`src/rtl/jtframe_pkg.sv`:
```
// Shared jtframe video types: source-switch FSM states and colour expansion.
// Pure declarations, no latency; no flow control.
package jtframe_pkg;

  typedef enum logic [1:0] {
    LOCKED  = 2'd0,
    WAIT_VS = 2'd1,
    MUTE    = 2'd2
  } vidsel_state_t;

  // Replicates a w-bit component into 8 bits; w must be 4..8.
  function automatic logic [7:0] vidsel_expand(input logic [7:0] c, input int unsigned w);
    logic [15:0] cm;
    logic [15:0] cc;
    logic [15:0] sh;
    cm = {8'd0, c} & ((16'd1 << w) - 16'd1);
    cc = (cm << w) | cm;
    sh = cc >> (2 * w - 8);
    return sh[7:0];
  endfunction

endpackage

```
`src/rtl/jtframe_vidsel_exp.sv`:
```
// Combinational COLORW-to-8 colour expander by bit replication.
// Zero latency; no flow control.
module jtframe_vidsel_exp
  import jtframe_pkg::*;
#(
  parameter int COLORW = 4
) (
  input  logic [COLORW-1:0] c,
  output logic [7:0]        x
);

  assign x = vidsel_expand(8'(c), unsigned'(COLORW));

endmodule

```
`src/rtl/jtframe_vidsel.sv`:
```
// Video source selector: switches on the target's vs rise, then mutes colour for MUTE_FRAMES frames.
// Outputs registered one clk_sys after the selected source; no backpressure, busy flags a pending switch.
module jtframe_vidsel
  import jtframe_pkg::*;
#(
  parameter int NSRC        = 2,
  parameter int COLORW      = 4,
  parameter int MUTE_FRAMES = 1
) (
  input  logic                   clk_sys,
  input  logic                   rst_n,
  input  logic [1:0]             sel,
  input  logic [NSRC*COLORW-1:0] src_r,
  input  logic [NSRC*COLORW-1:0] src_g,
  input  logic [NSRC*COLORW-1:0] src_b,
  input  logic [NSRC-1:0]        src_hs,
  input  logic [NSRC-1:0]        src_vs,
  input  logic [NSRC-1:0]        src_de,
  input  logic [NSRC-1:0]        src_cen,
  output logic [7:0]             vid_r,
  output logic [7:0]             vid_g,
  output logic [7:0]             vid_b,
  output logic                   vid_hs,
  output logic                   vid_vs,
  output logic                   vid_de,
  output logic                   vid_cen,
  output logic [1:0]             active_sel,
  output logic                   busy
);

  localparam logic [2:0] NSRC_L = 3'(NSRC);
  localparam logic [3:0] MUTE_L = 4'(MUTE_FRAMES);

  vidsel_state_t state, state_nx;
  logic [1:0]      target, target_nx, active_nx;
  logic [3:0]      cnt, cnt_nx;
  logic            hold, hold_nx;
  logic            mute;
  logic            sel_ok;
  logic [NSRC-1:0] vs_d;
  logic [3:0]      vs_rise4, hs4, vs4, de4, cen4;
  logic [7:0]      exp_r, exp_g, exp_b;

  // Widen per-source bits to 4 so a 2-bit index is always in range.
  assign vs_rise4 = 4'(src_vs & ~vs_d);
  assign hs4      = 4'(src_hs);
  assign vs4      = 4'(src_vs);
  assign de4      = 4'(src_de);
  assign cen4     = 4'(src_cen);
  assign sel_ok   = {1'b0, sel} < NSRC_L;

  jtframe_vidsel_exp #(.COLORW(COLORW)) u_exp_r (.c(src_r[int'(active_sel)*COLORW +: COLORW]), .x(exp_r));
  jtframe_vidsel_exp #(.COLORW(COLORW)) u_exp_g (.c(src_g[int'(active_sel)*COLORW +: COLORW]), .x(exp_g));
  jtframe_vidsel_exp #(.COLORW(COLORW)) u_exp_b (.c(src_b[int'(active_sel)*COLORW +: COLORW]), .x(exp_b));

  always_ff @(posedge clk_sys or negedge rst_n) begin
    if (!rst_n) begin
      state      <= LOCKED;
      active_sel <= 2'd0;
      target     <= 2'd0;
      cnt        <= 4'd0;
      hold       <= 1'b0;
      vs_d       <= '0;
    end else begin
      state      <= state_nx;
      active_sel <= active_nx;
      target     <= target_nx;
      cnt        <= cnt_nx;
      hold       <= hold_nx;
      vs_d       <= src_vs;
    end
  end

  // A vs edge always wins over a same-cycle sel change; sel is re-examined next cycle.
  always_comb begin
    state_nx  = state;
    active_nx = active_sel;
    target_nx = target;
    cnt_nx    = cnt;
    hold_nx   = hold;
    case (state)
      LOCKED: begin
        if (sel_ok && sel != active_sel) begin
          target_nx = sel;
          state_nx  = WAIT_VS;
        end
      end
      WAIT_VS: begin
        if (vs_rise4[target]) begin
          active_nx = target;
          cnt_nx    = 4'd0;
          hold_nx   = 1'b0;
          state_nx  = (MUTE_FRAMES > 0) ? MUTE : LOCKED;
        end else if (sel_ok) begin
          if (sel == active_sel) begin
            hold_nx  = 1'b0;
            state_nx = LOCKED;
          end else begin
            target_nx = sel;
          end
        end
      end
      MUTE: begin
        if (vs_rise4[active_sel]) begin
          cnt_nx = cnt + 4'd1;
          if (cnt_nx == MUTE_L) state_nx = LOCKED;
        end else if (sel_ok && sel != active_sel) begin
          target_nx = sel;
          hold_nx   = 1'b1;
          state_nx  = WAIT_VS;
        end
      end
      default: state_nx = LOCKED;
    endcase
  end

  // hold keeps colour dark when a new switch is requested while still muted.
  always_comb begin
    mute = (state == MUTE) || (state == WAIT_VS && hold);
    busy = (state != LOCKED);
  end

  always_ff @(posedge clk_sys or negedge rst_n) begin
    if (!rst_n) begin
      vid_r   <= 8'd0;
      vid_g   <= 8'd0;
      vid_b   <= 8'd0;
      vid_hs  <= 1'b0;
      vid_vs  <= 1'b0;
      vid_de  <= 1'b0;
      vid_cen <= 1'b0;
    end else begin
      vid_r   <= mute ? 8'd0 : exp_r;
      vid_g   <= mute ? 8'd0 : exp_g;
      vid_b   <= mute ? 8'd0 : exp_b;
      vid_hs  <= hs4[active_sel];
      vid_vs  <= vs4[active_sel];
      vid_de  <= de4[active_sel];
      vid_cen <= cen4[active_sel];
    end
  end

endmodule

```
`config.mk`:
```
export PLATFORM = sky130hd
export DESIGN_NAME = jtframe_vidsel
export DESIGN_NICKNAME = d
export VERILOG_FILES = /design/src/rtl/jtframe_pkg.sv /design/src/rtl/jtframe_vidsel_exp.sv /design/src/rtl/jtframe_vidsel.sv
export SDC_FILE = /design/constraint.sdc
export NUM_CORES = 1
export LEC_CHECK = 0
export CORE_MARGIN = 1
export CORE_UTILIZATION = 40
export CTS_CLUSTER_SIZE = 14
export DETAILED_ROUTE_END_ITERATION = 16
export PLACE_DENSITY = 0.71
export SYNTH_ARGS = -nofsm -noshare
export SYNTH_HDL_FRONTEND = slang
export SYNTH_HIERARCHICAL = 1
export SYNTH_SLANG_ARGS = --single-unit
```
`constraint.sdc`:
```
create_clock -name clk_sys -period 5.77 [get_ports clk_sys]
set_clock_uncertainty 0.2 [all_clocks]
set_input_delay 0.577 -clock clk_sys [delete_from_list [all_inputs] [get_ports clk_sys]]
set_output_delay 0.577 -clock clk_sys [all_outputs]
set_load 0.01 [all_outputs]
```
==> impl_metrics.yaml <==
route:
  firstDrtPassIters: 4
  ant_nets: 0
  vias_per_cell: 4.48
  routed_wl_um: 3460
  drtIter0Drc: 43
  wl_per_cell_um: 11.9
  drc: 0
  num_vias: 1305
clock_tree:
  cts_max_level: 2
  clock_sinks: 41
  cts_buffer_depth: 2
  cts_hold_buf: 0
  cts-root-buf: "clkbuf_8"
  numCtsBuffers: 5
  cts_setup_buffers: 0
  cts_tree: "done"
  ctsResizeCount: 0
  insertion_delay_ns: 0.28
  clkTransAtPathRegs_ns: 0.07
grt:
  antenna_found_initial: 0
  grt_max_degree: 42
  grt_pass1_vias: 1219
  grt-ovfl-total: 0
  grt_first_pass_wirelength_um: 5780
  track_usage: 0.146
layout:
  area_growth_pct: 31.0
  multi_input_area_um2: 749
  utilization: 0.548
  seqCellArea_um2: 1030
  drive_gt1_frac: 0.0848
  diodes: 0
  nets: 262
  nFillCells: 428
pwr:
  p_leak_uw: 0.00113
  power_density_nw_per_um2: 451
  peakVddDrop_uv: 174
timing:
  tns_ns: 0
  rsz0062_at_grt: "no"
  timing.fmax_ghz: 0.355
  period_minus_slack_ns: 2.82
  report.final.setup_viol: 0
  worst_pin_slew_ns: 1.07
  fin_crit_sh: 0.489
  hold_viol_final: 0
  maxSlewHeadroom: 0.286
  maxSlewViolCount: 0
setup_path:
  worstPathArrival_ns: 2.04
  critPathKind: "flop to output port"
  critPathLaunchType: "flop"
  cp.required_ns: 4.99
  cp_max_fo: 21
  cp_num_buf_inv: 1
  critical-path-top-delay-family: "flip-flops"
  slowest_delay_ns: 1.05
  regToRegSetupSlack_ns: 3.23
  slowest_stage: "dfrtp_1"
  crit_path_end_kind: "output port"
  crit_path_cell_trace: "clkdlybuf4s50_1"
die:
  placementRows: 25
  die_y_um: 72.8
  start_util: 0.419
  die_w_um: 72.8
  dieArea_um2: 5290
  core_area_um2: 4790
  ios: 67
status:
  outcome: "finished clean"
run:
  drv_cap: 0
synthesis:
  yosysMostFrequentCell: "dfrtp_1"
  ys_ff_latch: 41
  synth_ff_type: "dfrtp_1"
  yosysTopAreaCell: "dfrtp_1"
  ys_seq_area_frac: 0.512
  synth.top_cell.area_share: 0.512
  synth_edf_count: 0
  async_reset_ff_frac: 1.00
  ys_warn_count: 6
  synthTopCellsByArea: "dfrtp_1 (51%), buf_4 (9.0%), and2_1 (8.1%)"
  avgSynthCellArea_um2: 11.1
  netlist_area_um2: 2000
  syn_inst: 180
  synth_nets: 218
  yosysUniqueCellTypes: 38
  ys_top_cells_by_count: "dfrtp_1 (41), and2_1 (26), buf_4 (24)"
placement:
  post-dp-hpwl_um: 2500
  gp_congestion: 0.831
  io_buffers: 66
worst_hold_path:
  hp-class: "input pin to asynchronous set/reset pin"
-- through the flow --
step           setup WS [ns]  cell area, µm²  hold WS [ns]  cells  power [µW]
2_1_floorplan           3.75            2000        0.0814    180         816
4_1_cts                 2.91            2620         0.239    291        1200
3_5_place_dp            3.15            2540         0.302    284        1020
3_3_place_gp            3.16            2540         0.315    284        1010
6_report                2.95            2620         0.218    291        1180
5_1_grt                 2.82            2620         0.296    291        1270
-- flip-flops by register name (all words and copies together) (netlist names), 2 cells and up --
name / flops
vid_r: 8
vs_d: 2
target: 2
state: 2
vid_g: 8
cnt: 4
active_sel: 2
vid_b: 8
-- report_power, final --
part	switching [µW]	internal [µW]	total (µW)	leakage, µW
Clock	88.5	94.9	183	0.0000443
Sequential	85.3	393	479	0.000501
Combinational	207	315	522	0.000582
Total	381	803	1180	0.00113
-- path summary, 6_finish.rpt --
path,start,endpoint,cells past startpoint
max,active_sel[0]$_DFFE_PN0P_,active_sel[0],1
min,rst_n,vs_d[0]$_DFF_PN0_,1
max reg2reg,active_sel[0]$_DFFE_PN0P_,target[0]$_DFFE_PN0P_,5
min reg2reg,target[1]$_DFFE_PN0P_,target[1]$_DFFE_PN0P_,1
max in group asynchronous,rst_n,vid_r[6]$_DFF_PN0_,1
min in group clk_sys,target[1]$_DFFE_PN0P_,target[1]$_DFFE_PN0P_,1
-- cells by family after synthesis --
| logic type | after synthesis | synth area share |
|---|---|---|
| adder cells (fa/ha/maj) | 2 | 0.0125 |
| XOR/XNOR | 3 | 0.0169 |
| multiplexers | 19 | 0.0987 |
| AND/OR/NAND/NOR | 65 | 0.186 |
| AO/OA/AOI/OAI | 16 | 0.0606 |
| buffers and inverters | 34 | 0.114 |
| flip-flops | 41 | 0.512 |
-- area by class of cell --
type                    instances  share of cell area
clock buffers                   7              0.0329
inverters                       4             0.00572
multi-input cells             105               0.286
flip-flops and latches         41               0.391
well taps                      67              0.0320
repair buffers                 67               0.253
-- layout by cell type, fill, tap and decap left out, types with 2 or more instances in the layout --
cell / instances
nor3_1: 2
a22o_1: 2
nor2b_1: 2
nor2_2: 2
a21oi_1: 5
nand2_1: 4
ha_1: 2
nor2_1: 21
clkbuf_8: 6
and2_1: 26
clkdlybuf4s50_1: 65
o31ai_1: 2
mux2i_1: 16
o21ai_1: 3
dfrtp_1: 41
inv_1: 3
-- per-layer routing --
layer	vias to the layer above	global-route usage	part of all wire
met5	-	0	0
met4	0	0.0392	0.0032
met3	2	0.0829	0.10
met2	43	0.224	0.48
met1	606	0.176	0.42
li1	654	-	-
Note: power is estimated with default switching activity, not from simulation.
